`src/rtl/uart_dbg_ctrl.sv`:
```
// uart_dbg_ctrl: debug-UART command sequencer driving CPU run/step/reset and dumping regs/memory to the TX FIFO.
// Define DBG_CHECKSUM_EN to append an XOR checksum word after every dump.
module uart_dbg_ctrl #(
   parameter int DBIT      = 32,
   parameter int REG_WORDS = 32,
   parameter int MEM_WORDS = 64,
   parameter int ADDR_W    = 8
) (
   input  logic              clk,
   input  logic              reset,
   input  logic              rx_empty,
   input  logic [DBIT-1:0]   r_data,
   output logic              rd_uart,
   input  logic              tx_full,
   output logic [DBIT-1:0]   w_data,
   output logic              wr_uart,
   output logic              dbg_sel,
   output logic [ADDR_W-1:0] dbg_addr,
   input  logic [DBIT-1:0]   dbg_rd_data,
   output logic              cpu_run,
   output logic              cpu_step,
   output logic              cpu_rst,
   input  logic              cpu_halt,
   output logic              busy
);
   localparam logic [7:0] OP_RUN  = 8'h01;
   localparam logic [7:0] OP_STEP = 8'h02;
   localparam logic [7:0] OP_REGS = 8'h03;
   localparam logic [7:0] OP_MEM  = 8'h04;
   localparam logic [7:0] OP_RST  = 8'h05;

   typedef enum logic [2:0] {
      IDLE, DECODE, RUN_WAIT, RD_ISSUE, RD_WAIT, SEND, ACK
`ifdef DBG_CHECKSUM_EN
      , CKSUM
`endif
   } state_t;

   state_t            state_q;
   logic [7:0]        op_q;
   logic [ADDR_W-1:0] last_q;
   logic [DBIT-1:0]   w_data_q;
   logic              dbg_sel_q;
   logic [ADDR_W-1:0] dbg_addr_q;
   logic              cpu_run_q;
   logic              cpu_step_q;
   logic              cpu_rst_q;
   logic [ADDR_W-1:0] addr_d;
   logic              push_st;
   logic              unused_rdata;
`ifdef DBG_CHECKSUM_EN
   logic [DBIT-1:0]   acc_q;
   assign push_st = state_q inside {SEND, ACK, CKSUM};
`else
   assign push_st = state_q inside {SEND, ACK};
`endif

   assign addr_d       = dbg_addr_q + ADDR_W'(1);
   assign unused_rdata = ^r_data[DBIT-9:0];

   // FIFO strobes stay combinational so they qualify on the live rx_empty/tx_full flags.
   assign rd_uart  = state_q == IDLE && !rx_empty;
   assign wr_uart  = push_st && !tx_full;
   assign busy     = state_q != IDLE;
   assign w_data   = w_data_q;
   assign dbg_sel  = dbg_sel_q;
   assign dbg_addr = dbg_addr_q;
   assign cpu_run  = cpu_run_q;
   assign cpu_step = cpu_step_q;
   assign cpu_rst  = cpu_rst_q;

   always_ff @(posedge clk or posedge reset) begin
      if (reset) begin
         state_q    <= IDLE;
         op_q       <= '0;
         last_q     <= '0;
         w_data_q   <= '0;
         dbg_sel_q  <= 1'b0;
         dbg_addr_q <= '0;
         cpu_run_q  <= 1'b0;
         cpu_step_q <= 1'b0;
         cpu_rst_q  <= 1'b0;
`ifdef DBG_CHECKSUM_EN
         acc_q      <= '0;
`endif
      end else begin
         cpu_step_q <= 1'b0;
         cpu_rst_q  <= 1'b0;
         case (state_q)
            IDLE: if (!rx_empty) begin
               op_q    <= r_data[DBIT-1 -: 8];
               state_q <= DECODE;
            end
            DECODE: begin
               w_data_q <= DBIT'({8'hA5, op_q, 16'h0000});
`ifdef DBG_CHECKSUM_EN
               acc_q    <= '0;
`endif
               case (op_q)
                  OP_RUN: begin
                     cpu_run_q <= 1'b1;
                     state_q   <= RUN_WAIT;
                  end
                  OP_STEP: begin
                     cpu_step_q <= 1'b1;
                     state_q    <= ACK;
                  end
                  OP_RST: begin
                     cpu_rst_q <= 1'b1;
                     state_q   <= ACK;
                  end
                  OP_REGS, OP_MEM: begin
                     dbg_sel_q  <= op_q == OP_MEM;
                     dbg_addr_q <= '0;
                     last_q     <= op_q == OP_MEM ? ADDR_W'(MEM_WORDS - 1) : ADDR_W'(REG_WORDS - 1);
                     state_q    <= RD_ISSUE;
                  end
                  default: begin
                     w_data_q <= DBIT'({8'hFF, op_q, 16'h0000});
                     state_q  <= ACK;
                  end
               endcase
            end
            RUN_WAIT: if (cpu_halt) begin
               cpu_run_q <= 1'b0;
               state_q   <= ACK;
            end
            RD_ISSUE: state_q <= RD_WAIT;
            RD_WAIT: begin
               w_data_q <= dbg_rd_data;
`ifdef DBG_CHECKSUM_EN
               acc_q    <= acc_q ^ dbg_rd_data;
`endif
               state_q  <= SEND;
            end
            SEND: if (!tx_full) begin
               if (dbg_addr_q == last_q) begin
`ifdef DBG_CHECKSUM_EN
                  w_data_q <= acc_q;
                  state_q  <= CKSUM;
`else
                  state_q  <= IDLE;
`endif
               end else begin
                  dbg_addr_q <= addr_d;
                  state_q    <= RD_ISSUE;
               end
            end
            ACK: if (!tx_full) state_q <= IDLE;
`ifdef DBG_CHECKSUM_EN
            CKSUM: if (!tx_full) state_q <= IDLE;
`endif
            default: state_q <= IDLE;
         endcase
      end
   end
endmodule
```
`config.mk`:
```
export PLATFORM = sky130hd
export DESIGN_NAME = uart_dbg_ctrl
export DESIGN_NICKNAME = d
export VERILOG_FILES = /design/src/rtl/uart_dbg_ctrl.sv
export SDC_FILE = /design/constraint.sdc
export NUM_CORES = 1
export LEC_CHECK = 0
export BUFFER_PORTS_ARGS = -buffer_cell sky130_fd_sc_hd__buf_2
export CAP_MARGIN = 20
export CORE_ASPECT_RATIO = 0.6
export CORE_MARGIN = 2
export CORE_UTILIZATION = 50
export CTS_CLUSTER_SIZE = 8
export DETAILED_ROUTE_END_ITERATION = 7
export PLACE_DENSITY = 0.88
export RECOVER_POWER = 100
export SKIP_CTS_REPAIR_TIMING = 1
export SLEW_MARGIN = 20
export SYNTH_ARGS = -nofsm -noshare
export SYNTH_HDL_FRONTEND = slang
export SYNTH_SLANG_ARGS = --single-unit
```
`constraint.sdc`:
```
create_clock -name clk -period 3.8 [get_ports clk]
set_input_delay 0.38 -clock clk [delete_from_list [all_inputs] [get_ports clk]]
set_output_delay 0.38 -clock clk [all_outputs]
set_load 0.005 [all_outputs]
```
==> results by group, run 1 <==
Power and ir drop
  • Power Dens Cells: 806 nW/um^2
  • Worst vdd ir: 0.388 mV
  • Total Power: 2480 uW
  • P_leak: 0.00146 uW

Worst setup path
  • Setup CP Type: input port to async pin
  • Worst EP arrival: 2.44 ns
  • Critical path depth: 3
  • CP Max Fanout: 36
  • CP top delay family: buffers and inverters
  • FF-to-FF setup slack: 1.49 ns
  • Slowest stage cell, crit path: clkbuf_1
  • Critical path cell sequence: buf_2 -> inv_1 -> clkbuf_1
  • Worst setup path start: reset
  • Critical Path End Type: async pin
  • Worst setup path end: op_q[1]
  • Worst EP required: 3.87 ns
  • CP max stage delay: 1.40 ns
  • Reg2Reg Depth: 5
  • CP startpoint kind: input port
  • CP bufs+invs: 3
  • Reg-to-Reg End: dbg_addr[4]
  • RR Startpoint: dbg_addr[2]

Outcome
  • Failing checks: max-capacitance violations, max-slew violations
  • Status: complete, but fails checks

Clocking
  • CTS buffer count: 5
  • Longest Clk Path Bufs: 2
  • CTS Sinks: 56
  • Clk Latency, worst-skew pair: 0.31 ns
  • H-tree depth: 2
  • Clock-pin slew on the worst setup and hold paths: 0.10 ns
  • TritonCTS clock tree: done
  • Root buffer cell: clkbuf_8

Layout
  • Storage element area: 1400 um^2
  • Most common cell after layout, fill and taps aside: buf_2
  • Nets: 385
  • Commonest non-fill, non-tap cells in the layout: buf_2 (68), dfrtp_1 (56), nand2_1 (30)
  • Fill cell count: 435
  • Fin area: 3070 um^2
  • Multi-input logic area: 1040 um^2
  • Antenna fix cells: 0
  • Area growth, synth to finish: 21.2%
  • Share of cells above drive strength 1: 29.7%

Yosys
  • Synthesized cell area: 2530 um^2
  • Synth Register Bits: 56
  • Post-synth EDFFs: 0
  • YS warnings: 0
  • Asr flop ratio synth: 100%
  • Top FF cell, synth: dfrtp_1
  • Post-synthesis net count: 298
  • Avg Inst Size Synth: 11.1 um^2
  • Synth Instances: 228
  • Sequential area share after synthesis: 55.3%
  • Synth cell types: 49

Global route
  • Pin count of the biggest net entering global routing: 37
  • Grt ovf: 0
  • First-pass GRT wire length: 9120 um
  • Vias in the first global route: 1,927
  • Total GRT Usage: 21.5%
  • Initial antenna violation count: 0

Drt
  • Post-DR wirelength/cell: 14.9 um
  • Routed vias/inst: 5.52
  • DR iter-0 viols: 76
  • Total iterations of the first detailed-routing run: 4
  • Via count: 2,110
  • DRC: 0
  • Routed Antenna Nets: 0
  • Drt total wl: 5690 um

Timing
  • Setup Viol. Count Final: 0
  • Clock Skews: 0.00849 ns
  • Slew Limit Fails: 37
  • Fmax: 422 MHz
  • RSZ-0062 raised after global routing: no
  • Final hold violation count: 0
  • Worst Slack Setup Final: 1.43 ns
  • Worst Tran Pin Value: 1.87 ns
  • Hold Slack: 0.176 ns
  • Post-layout minimum cycle time: 2.37 ns
  • Setup_tns: 0 ns
  • Fin crit share: 62.3%
  • Slew Limit Headroom: -24.9%

Place
  • DP Area: 3020 um^2
  • PortBufs: 91
  • Setup WS pre-CTS: 1.58 ns
  • Placer Congestion: 0.877
  • Detailed Place HPWL: 4140 um

Floorplanning
  • Die X: 95.9 um
  • FP Rows: 20
  • CORE AREA: 4980 um^2
  • Initial core utilization: 50.9%
  • Num ports: 116
  • Die Area: 5670 um^2
  • Die H: 59.1 um

Min path
  • Hold WC Path Type: input port to async pin

Flow run
  • Maximum capacitance violations: 1
## registers in the layout (all words and copies together), names as in the netlist
signal    cells
last_q        1
dbg_addr      8
cpu_step      1
w_data       32
dbg_sel       1
op_q          8
cpu_run       1
cpu_rst       1
state_q       3
## layout make-up
cell class                      count  area share, %
Tap cell                           66           2.69
Clock buffer                        5           2.24
Sequential cell                    56           45.6
Multi-Input combinational cell    155           34.0
Timing Repair Buffer               93           14.3
Clock inverter                      3          0.611
Inverter                            4          0.489
## cell usage after synthesis (all sizes together), types with 3 or more instances
master	number	share of area, %
dfrtp	56	55
nand2	30	4.4
a22o	18	6.2
nor2	15	2.4
o21ai	10	2.1
clkbuf	9	1.7
mux2	8	3.6
a21oi	7	1.4
a22oi	7	2.1
a221o	6	2.4
nand3	6	1.2
buf	4	1.3
inv	4	0.59
nor3	4	0.79
o22a	4	1.4
a31oi	3	0.74
and3	3	0.84
## routing by layer
layer	track usage, %	vias up	share of wire, %
met5	0	-	0
met1	31.2	1001	49
met3	4.33	4	7.5
met2	31.8	85	43
met4	9.18	0	1.3
li1	-	1020	-
## cells by family after synthesis
family | count (synthesis) | synth area share, %
flops | 56 | 55.3
buf+inv | 17 | 3.60
simple gates | 76 | 15.0
mux | 8 | 3.56
fa+ha+maj | 2 | 0.889
compound gates | 67 | 21.0
xor+xnor | 2 | 0.691
## per-stage QoR
stage	util, %	instances
finish	61.7	382
CTS	62.4	382
floorplan	-	228
global placement	60.6	374
detailed placement	60.6	374
global route	61.7	382
## worst min path at each step
stage	startpoint	end	slack (ns)	cells after the start
floorplan	w_data[17]	w_data[17]	0.47	2
global placement	reset	w_data[10]	0.39	2
detailed placement	reset	w_data[12]	0.40	2
CTS	reset	w_data[12]	0.05	2
global route	reset	w_data[3]	0.26	2
finish	reset	w_data[1]	0.18	2
## report_power, final
| part | switching, uW | internal [uW] |
|---|---|---|
| clock | 191 | 129 |
| sequential | 276 | 856 |
| combinational | 524 | 501 |
(Power assumes the default switching activity.)
==> run 2, diff against run 1 <==
CORE_UTILIZATION = 47   (was 50)
PLACE_DENSITY = 0.83   (was 0.88)
clock period = 2.34 ns   (was 3.8 ns; I/O delays follow)
==> run 2 against run 1 <==
Compared with the run above:
- the flow now finishes without violations
- sequential power increased by 54%
- setup slack got worse by 1.2 ns
- clock skew decreased by 0.0011 ns
- die area increased by 6.0%
- register-to-register slack got worse by 1.3 ns
==> results by group, run 2 (synthesized netlist as in run 1, its figures left out) <==
Outcome
  • Status: finished, final reports clean

Clocking
  • Longest Clk Path Bufs: 2
  • Clk Latency, worst-skew pair: 0.31 ns
  • Root buffer cell: clkbuf_8
  • CTS buffer count: 5
  • H-tree depth: 2
  • TritonCTS clock tree: done
  • CTS Sinks: 56
  • Clock-pin slew on the worst setup and hold paths: 0.10 ns

Worst setup path
  • CP bufs+invs: 0
  • Worst EP required: 2.54 ns
  • Slowest stage cell, crit path: or4_1
  • Critical path depth: 5
  • CP max stage delay: 0.61 ns
  • Setup CP Type: flop to flop
  • CP Max Fanout: 6
  • Reg2Reg Depth: 5
  • Worst EP arrival: 2.33 ns
  • CP top delay family: simple AND/OR/NAND/NOR gates
  • Critical Path End Type: flop
  • Critical path cell sequence: or4_1 -> a2111oi_4 -> nor2_1 -> a31o_1 -> a22o_1
  • CP startpoint kind: flop

Timing
  • Worst Tran Pin Value: 0.887 ns
  • Fin crit share: 91.3%
  • Setup Viol. Count Final: 0
  • Hold Slack: 0.130 ns
  • Fmax: 468 MHz
  • Setup_tns: 0 ns
  • Final hold violation count: 0
  • Post-layout minimum cycle time: 2.14 ns
  • RSZ-0062 raised after global routing: no
  • Clock Skews: 0.00740 ns
  • Slew Limit Fails: 0
  • Worst Slack Setup Final: 0.203 ns
  • Slew Limit Headroom: 40.6%

Global route
  • First-pass GRT wire length: 10,100 um
  • Total GRT Usage: 21.7%
  • Vias in the first global route: 2,056
  • Grt ovf: 0
  • Pin count of the biggest net entering global routing: 29
  • Initial antenna violation count: 0

Power and ir drop
  • Total Power: 4190 uW
  • P_leak: 0.00152 uW
  • Power Dens Cells: 1330 nW/um^2
  • Worst vdd ir: 0.610 mV

Drt
  • Routed vias/inst: 5.53
  • DRC: 0
  • Via count: 2,166
  • Drt total wl: 6120 um
  • Routed Antenna Nets: 0
  • Post-DR wirelength/cell: 15.6 um
  • DR iter-0 viols: 126
  • Total iterations of the first detailed-routing run: 4

Floorplanning
  • CORE AREA: 5130 um^2
  • Num ports: 116
  • Die Area: 6010 um^2
  • Die X: 98.8 um
  • FP Rows: 20
  • Die H: 60.9 um
  • Initial core utilization: 49.4%

Place
  • DP Area: 3080 um^2
  • Placer Congestion: 0.874
  • Detailed Place HPWL: 4560 um
  • PortBufs: 91
  • Setup WS pre-CTS: 0.297 ns

Layout
  • Commonest non-fill, non-tap cells in the layout: buf_2 (72), dfrtp_1 (56), nand2_1 (30)
  • Nets: 395
  • Fin area: 3150 um^2
  • Antenna fix cells: 0
  • Max reg flops: 32
  • Area growth, synth to finish: 24.4%
  • Share of cells above drive strength 1: 32.5%
  • Most common cell after layout, fill and taps aside: buf_2

Min path
  • Hold WC Path Type: input port to flop
  • WHS Path Cells: 3

Flow run
  • Maximum capacitance violations: 0
## run 2: final timing paths
path	slack (ns)	startpoint	end
setup / recovery	0.20	op_q[6]	dbg_addr[6]
hold / removal	0.13	r_data[24]	op_q[0]
setup reg to reg	0.20	op_q[6]	dbg_addr[6]
hold reg to reg	0.49	w_data[20]	w_data[20]
max in group asynchronous	0.78	reset	w_data[9]
min in group asynchronous	0.60	reset	state_q[2]
## run 2: report_power, final
group | total (uW) | internal (uW) | switching, uW
clock | 536 | 215 | 321
sequential | 1740 | 1390 | 347
combinational | 1920 | 911 | 1010
total | 4190 | 2520 | 1670
## run 2: tightest hold or removal path, stage by stage
cell,delay [ns]
buf_2,0.08
nand2_1,0.03
o21ai_0,0.05
## run 2: cell type report
class	instances	area [um^2]
repair buffers	103	523
clock inverters	3	22.5
fillers	423	1980
clock buffers	5	68.8
flip-flops and latches	56	1400
inverters	4	15.0
well taps	66	82.6
multi-input cells	155	1040
## run 2: metrics by stage
step,utilization (%),instances
2_1_floorplan,-,228
3_3_place_gp,60.0,382
3_5_place_dp,60.0,382
4_1_cts,61.8,390
5_1_grt,61.5,392
6_report,61.5,392
## run 2: routing by layer
layer	vias up	global-route usage (%)	wire length [um]
met5	-	0	0
met2	84	32.2	2730
li1	1044	-	-
met1	1036	32.4	2950
met4	0	4.11	4
met3	2	5.99	436
==> run 3, diff against run 2 <==
BUFFER_PORTS_ARGS = unset   (was -buffer_cell sky130_fd_sc_hd__buf_2)
CORE_UTILIZATION = 62   (was 47)
DONT_BUFFER_PORTS = 1   (was unset)
PLACE_DENSITY = 0.81   (was 0.83)
==> run 3 against run 2 <==
Compared with the run above:
- clock-buffer cell count increased by 1
- wire length decreased by 1.7%
- sequential power increased by 4%
- utilization increased by 9.8 points
- critical endpoint is now dbg_addr[0]
==> results by group, run 3 (synthesized netlist as in run 1, its figures left out) <==
Outcome
  • Status: finished, final reports clean

Timing
  • Slew Limit Headroom: 40.4%
  • Clock Skews: 0.00659 ns
  • Final hold violation count: 0
  • Post-layout minimum cycle time: 2.18 ns
  • Setup Viol. Count Final: 0
  • Setup_tns: 0 ns
  • Fmax: 459 MHz
  • Fin crit share: 93.1%
  • Hold Slack: 0.0503 ns
  • Slew Limit Fails: 0
  • Worst Tran Pin Value: 0.893 ns
  • RSZ-0062 raised after global routing: no

Worst setup path
  • RR Startpoint: dbg_addr[3]
  • Critical path depth: 5
  • CP Max Fanout: 12
  • Setup CP Type: flop to flop
  • Worst EP arrival: 2.37 ns
  • Reg2Reg Depth: 5
  • Critical Path End Type: flop
  • Slowest stage cell, crit path: or4_1
  • CP max stage delay: 0.57 ns
  • CP bufs+invs: 0
  • CP startpoint kind: flop
  • Worst setup path start: dbg_addr[3]
  • CP top delay family: simple AND/OR/NAND/NOR gates
  • Worst EP required: 2.53 ns
  • Critical path cell sequence: or4_1 -> nor2_1 -> o21ai_1 -> and2_0 -> mux2_2

Drt
  • Routed vias/inst: 6.81
  • Post-DR wirelength/cell: 21.3 um
  • Drt total wl: 6020 um
  • DRC: 0
  • Via count: 1,920
  • Total iterations of the first detailed-routing run: 4
  • Routed Antenna Nets: 0
  • DR iter-0 viols: 121

Floorplanning
  • Die Area: 4630 um^2
  • CORE AREA: 3790 um^2
  • Initial core utilization: 66.9%
  • Num ports: 116
  • Die H: 53.5 um
  • FP Rows: 17
  • Die X: 86.5 um

Min path
  • WHS Path Cells: 2
  • Hold wc startpoint: dbg_rd_data[18]
  • Hold WC Path Type: input port to flop

Clocking
  • CTS Sinks: 56
  • H-tree depth: 2
  • Clk Latency, worst-skew pair: 0.31 ns
  • TritonCTS clock tree: done
  • Root buffer cell: clkbuf_8
  • Longest Clk Path Bufs: 2
  • CTS buffer count: 5
  • Clock-pin slew on the worst setup and hold paths: 0.10 ns

Layout
  • Fin cells: 282
  • Antenna fix cells: 0
  • Max reg flops: 32
  • Fin area: 2700 um^2
  • Most common cell after layout, fill and taps aside: dfrtp_1
  • Commonest non-fill, non-tap cells in the layout: dfrtp_1 (56), nand2_1 (30), a22o_1 (18)
  • Multi-input logic area: 1040 um^2
  • Nets: 304
  • Share of cells above drive strength 1: 12.8%
  • Area growth, synth to finish: 6.47%
  • Storage element area: 1400 um^2
  • Fill cell count: 274

Global route
  • Pin count of the biggest net entering global routing: 38
  • Initial antenna violation count: 0
  • Grt ovf: 0
  • Total GRT Usage: 26.5%
  • First-pass GRT wire length: 9150 um
  • Vias in the first global route: 1,874

Power and ir drop
  • Total Power: 4000 uW
  • Power Dens Cells: 1480 nW/um^2
  • P_leak: 0.00120 uW
  • Clock share of power: 15.5%
  • Worst vdd ir: 0.921 mV
  • Int Pwr: 2400 uW
  • Seq pwr share: 45.2%
  • Combinational share of power: 39.3%
  • Net Sw Power: 1610 uW
  • Switching Share: 40.1%

Place
  • DP Area: 2600 um^2
  • Placer Congestion: 0.885
  • PortBufs: 0
  • Dpl cells: 273
  • Detailed Place HPWL: 4400 um

Flow run
  • Maximum capacitance violations: 0
==> run 3: cell types whose count changed in the layout (fill, tap and decap cells not counted), sizes merged <==
cell    change
clkbuf     -15
inv         -1
bufinv      +1
clkinv      -1
buf        -75
==> run 3: final timing paths <==
check,to,slack [ns]
max in group asynchronous,w_data[26],0.51
min reg2reg,w_data[21],0.53
min,w_data[18],0.05
max,dbg_addr[0],0.16
min in group asynchronous,w_data[27],0.49
max reg2reg,dbg_addr[0],0.16
==> run 3: area by class of cell <==
cell class                      instances  area share [%]
Timing Repair Buffer                   12            2.78
Clock inverter                          2            1.30
Sequential cell                        56            51.9
Multi-Input combinational cell        155            38.5
Inverter                                4           0.557
Clock buffer                            6            2.69
Tap cell                               47            2.18
==> run 3: routing by layer <==
layer | track usage [%] | vias to the layer above | part of all wire, %
li1 | - | 854 | -
met1 | 36.0 | 953 | 43
met2 | 42.1 | 107 | 47
met3 | 7.64 | 6 | 9.4
met4 | 8.07 | 0 | 0.63
met5 | 0 | - | 0
==> run 3: stage by stage <==
stage	util [%]	setup WS (ns)
after global placement	68.8	0.308
after detailed placement	68.8	0.221
after global routing	71.2	0.0498
after floorplan	-	0.489
after CTS	71.6	0.206
final	71.2	0.162
==> run 3: power by group through the flow <==
stage / combinational (uW) / sequential (uW) / clock [uW]
floorplan: 1270 / 1690 / 0
global placement: 1470 / 1790 / 0
detailed placement: 1580 / 1820 / 0
CTS: 1600 / 1800 / 626
global route: 1730 / 1850 / 664
finish: 1570 / 1810 / 619
